==> src/rtl/fifo_rd_stream.sv <==
// fifo_rd_stream: read-side drain engine for the async FIFO (read clock domain).
// Issues read strobes against the FIFO empty flag, absorbs the one-cycle memory
// read latency and presents words as a valid/ready stream through a 2-entry
// buffer (head + skid). Full throughput with no bubbles under continuous ready.
// Optional feature macro: FIFO_RD_CNT_EN adds the rd_cnt delivered-word counter.
//
// state   | meaning
// --------+-----------------------------------------------
// S_EMPTY | no word buffered, out_valid low
// S_ONE   | head holds the presented word
// S_TWO   | head presented, skid holds the next word
module fifo_rd_stream #(
    parameter int DATA_W = 8,
    parameter int CNT_W  = 16
) (
    input  logic              clk,
    input  logic              rst_n,
    input  logic              fifo_empty,
    output logic              rd_en,
    input  logic [DATA_W-1:0] rd_data,
    output logic              out_valid,
    output logic [DATA_W-1:0] out_data,
    input  logic              out_ready,
    output logic [1:0]        buf_level
`ifdef FIFO_RD_CNT_EN
    ,
    output logic [CNT_W-1:0]  rd_cnt
`endif
);

    typedef enum logic [1:0] {
        S_EMPTY = 2'd0,
        S_ONE   = 2'd1,
        S_TWO   = 2'd2
    } state_t;

    state_t            state;
    logic [DATA_W-1:0] head;
    logic [DATA_W-1:0] skid;
    logic              inflight;
    logic              pop;
    logic [2:0]        occ;

    assign pop      = out_valid && out_ready;
    assign out_data = head;

    // Occupancy after this cycle's pop; a read may issue only if a slot remains
    // for the word that will land next cycle. out_ready/fifo_empty feed rd_en directly.
    assign occ   = {1'b0, buf_level} + {2'b00, inflight} - {2'b00, pop};
    assign rd_en = rst_n && !fifo_empty && (occ <= 3'd1);

    // Buffer FSM: captures the landing word into head or skid and tracks level.
    always_ff @(posedge clk or negedge rst_n) begin
        if (!rst_n) begin
            state     <= S_EMPTY;
            head      <= '0;
            skid      <= '0;
            inflight  <= 1'b0;
            out_valid <= 1'b0;
            buf_level <= 2'd0;
        end else begin
            inflight <= rd_en;
            case (state)
                S_EMPTY: begin
                    if (inflight) begin
                        head      <= rd_data;
                        state     <= S_ONE;
                        out_valid <= 1'b1;
                        buf_level <= 2'd1;
                    end
                end
                S_ONE: begin
                    if (inflight && pop) begin
                        head <= rd_data;
                    end else if (inflight) begin
                        skid      <= rd_data;
                        state     <= S_TWO;
                        buf_level <= 2'd2;
                    end else if (pop) begin
                        state     <= S_EMPTY;
                        out_valid <= 1'b0;
                        buf_level <= 2'd0;
                    end
                end
                S_TWO: begin
                    // A landing word without a pop cannot happen here: the issue
                    // rule never lets occupancy exceed two.
                    if (pop) begin
                        head <= skid;
                        if (inflight) begin
                            skid <= rd_data;
                        end else begin
                            state     <= S_ONE;
                            buf_level <= 2'd1;
                        end
                    end
                end
                default: begin
                    state     <= S_EMPTY;
                    out_valid <= 1'b0;
                    buf_level <= 2'd0;
                end
            endcase
        end
    end

`ifdef FIFO_RD_CNT_EN
    // Delivered-word counter, wraps naturally at 2^CNT_W.
    always_ff @(posedge clk or negedge rst_n) begin
        if (!rst_n) begin
            rd_cnt <= '0;
        end else if (pop) begin
            rd_cnt <= rd_cnt + 1'b1;
        end
    end
`else
    // CNT_W only sizes rd_cnt; nothing to build without the counter.
    if (CNT_W > 0) begin : g_no_cnt
    end
`endif

endmodule

==> config.mk <==
export PLATFORM = sky130hd
export DESIGN_NAME = fifo_rd_stream
export DESIGN_NICKNAME = d
export VERILOG_FILES = /design/src/rtl/fifo_rd_stream.sv
export SDC_FILE = /design/constraint.sdc
export NUM_CORES = 1
export LEC_CHECK = 0
export ABC_AREA = 0
export ABC_CLOCK_PERIOD_IN_PS = 4300
export CAP_MARGIN = 0
export CORE_ASPECT_RATIO = 0.75
export CORE_MARGIN = 2
export CORE_UTILIZATION = 40
export DETAILED_ROUTE_END_ITERATION = 10
export HOLD_SLACK_MARGIN = 0.05
export MAX_ROUTING_LAYER = met4
export PLACE_DENSITY = 0.67
export SLEW_MARGIN = 25
export SYNTH_ARGS = -nofsm -noshare
export SYNTH_HDL_FRONTEND = slang
export SYNTH_SLANG_ARGS = --single-unit
==> constraint.sdc <==
create_clock -name clk -period 4.3 [get_ports clk]
set_clock_uncertainty 0.1 [all_clocks]
set_input_delay 1.075 -clock clk [delete_from_list [all_inputs] [get_ports clk]]
set_output_delay 1.075 -clock clk [all_outputs]
set_load 0.1 [all_outputs]
==> impl_metrics.toml <==
[outcome]
status = "finished, final reports clean"

[logic_synthesis]
synth_cells = 73
netlist.area_leader.share_pct = 48.6
ys_ff_latch = 20
ys_warn_count = 0
synthFlopType = "dfrtp_1"
synth_edf_count = 0
synth_top_area_cell = "dfrtp_1"
syn_nets = 88
ys_seq_area_share_pct = 48.6
avgSynthCellArea_sq_um = 14.1
yosysUniqueCellTypes = 25
syn_area_sq_um = 1030
async_flop_share_pct = 100
yosys-top-cells-area = "dfrtp_1 49%, mux2_2 26%, a32oi_4 2.7%"

[detailed_routing]
antenna_left = 0
wl_per_cell_microns = 13.6
dr.pass1.iters = 4
drtIter0Drc = 4
wirelength_mm = 1.85
remaining_drc_errors = 0
routed_via_density = 4.95
vias = 673

[worst_setup_path]
endpoint_kind = "output pin"
cpMaxStageDelayCell = "fa_2"
arrival_ps = 2970
cp-start-kind = "primary input"
critical_path_class = "in -> out"
cp_cell_sequence = "dlygate4sd2_1 -> and2_4 -> inv_1 -> ha_1 -> ha_1 -> inv_1 -> fa_2 -> nand2_2 -> nor3_4 -> buf_12"
crit_path_max_fanout = 2
cp.required_ps = 3120
max_stage_delay_ps = 530

[die]
num_io_pins = 24
die_x_microns = 62.6
dieArea_sq_um = 3000
core.rowCount = 15
core_sq_um = 2360
initial_utilization_pct = 43.5
die_h_microns = 47.9

[final_layout]
fin_area_sq_um = 1400
multi_input_area_sq_um = 518
nNetsFinal = 118
n_antenna_cell = 0
seqCellArea_sq_um = 502
area_growth_pct = 35.8
drive_gt1_share_pct = 43.1
fill_cells = 219

[hold_path]
hold_class = "reg -> reg"

[placement]
place.gp.congestion = 0.846
dpl_cell_area_sq_um = 1350
dpl.hpwl_mm = 1.39
dpl_worst_slack_ps = -64.6
port_buffers = 23

[cts]
cts_root_buffer = "clkbuf_4"
cts_tree = "done"
hold_buffers = 0
postCtsSetupBuffers = 0
clkLatencyLatePin_ps = 310
clk_path_buf_depth = 2
clock-sinks = 20
cts_resized = 2
cts.clk_slew.worst_paths_ps = 110
cts_inserted_buffers = 3
htreeDepth = 1

[sta]
max_freq_mhz = 241
setup_tns_ps = 0
report.final.hold_viol_count = 0
max_slew_margin_pct = 35.0
period_share_pct = 96.4
min_period_ps = 4140
setup-violations-final = 0
layout_setup_ws_ps = 156
rsz0062_at_grt = "no"
whs_ps = 416
tightest_slew_ps = 972
drv_slew = 0

[global_route]
track_usage_pct = 14.5
grt_pass1_vias = 628
grt_max_degree = 21
grt_remaining_overflow = 0
antenna_found_initial = 0
grt_pass1_wl_mm = 3.04

[run]
maxCapViolations = 0
worst max-delay path, delay by kind of cell:
family        cells  cell delay, ps
fa+ha+maj         3             930
buf+inv           4             520
simple gates      3             440
per-layer routing:
metal,global-route usage (%),up-vias,wire (microns)
met1,18.0,332,939
li1,-,318,-
met4,6.67,0,19
met2,21.7,19,784
met5,-,-,0
met3,4.94,4,101
path summary, 6_finish.rpt:
check | start | end | slack (ps) | depth (start not counted)
min in group asynchronous | rst_n | out_valid | 1070 | 2
min | out_data[0] | out_data[0] | 420 | 1
min reg2reg | out_data[0] | out_data[0] | 420 | 1
max | out_ready | rd_en | 160 | 10
max reg2reg | out_valid | inflight | 2180 | 8
max in group asynchronous | rst_n | out_valid | 2810 | 2
registers in the layout, indices dropped and copies added, names as in the netlist:
register,count
inflight,1
skid,8
out_valid,1
out_data,8
state,2
synthesized netlist by cell type, types with 2 or more instances:
cell	count
mux2_2	24
inv_1	4
ha_1	2
dfrtp_1	20
buf_6	2
a21oi_1	2
logic make-up after synthesis:
logic type / after synthesis / share of synthesized area, %
XOR/XNOR: 1 / 0.851
flip-flops: 20 / 48.6
AO/OA/AOI/OAI: 9 / 9.60
AND/OR/NAND/NOR: 10 / 6.68
adder cells (fa/ha/maj): 3 / 4.37
multiplexers: 24 / 26.2
buffers and inverters: 6 / 3.64
area by class of cell:
type                       instances  share of cell area [%]
sequential                        20                    35.9
clock inverter                     1                    2.15
tap                               34                    3.04
clock buffer                       3                    1.61
multi-input combinational         47                    37.0
timing repair buffer              27                    19.2
inverter                           4                    1.07
cells in the final DEF, fill, tap and decap left out:
| cell | synthesis | layout |
|---|---|---|
| mux2_2 | 24 | 24 |
| clkdlybuf4s50_1 | 0 | 21 |
| dfrtp_1 | 20 | 19 |
| inv_1 | 4 | 4 |
| buf_4 | 0 | 4 |
| clkbuf_4 | 0 | 3 |
| a21oi_1 | 2 | 2 |
| ha_1 | 2 | 2 |
| and3b_1 | 1 | 1 |
| and2_4 | 0 | 1 |
| xor2_2 | 0 | 1 |
| nand2_2 | 0 | 1 |
| nor3_4 | 0 | 1 |
| nor2b_4 | 1 | 1 |
| or2b_1 | 1 | 1 |
| a21boi_2 | 1 | 1 |
| nand2b_1 | 1 | 1 |
| o22ai_4 | 1 | 1 |
| a22oi_1 | 1 | 1 |
| and2b_1 | 1 | 1 |
| o22ai_1 | 1 | 1 |
| a32oi_4 | 1 | 1 |
| a211oi_1 | 1 | 1 |
| or2_2 | 1 | 1 |
| nor2_1 | 1 | 1 |
| o2bb2ai_1 | 1 | 1 |
| fa_2 | 0 | 1 |
| bufinv_16 | 0 | 1 |
| dlygate4sd2_1 | 0 | 1 |
| dfrtp_2 | 0 | 1 |
| buf_12 | 0 | 1 |
per-stage QoR:
| stage | utilization (%) | std cells |
|---|---|---|
| global route | 59.2 | 136 |
| global placement | 56.9 | 132 |
| CTS | 59.2 | 136 |
| finish | 59.2 | 136 |
| detailed placement | 56.9 | 132 |
| floorplan | - | 73 |
Power is not shown: default switching activity piles up to over one toggle a cycle in this logic, so the estimate is an artifact.
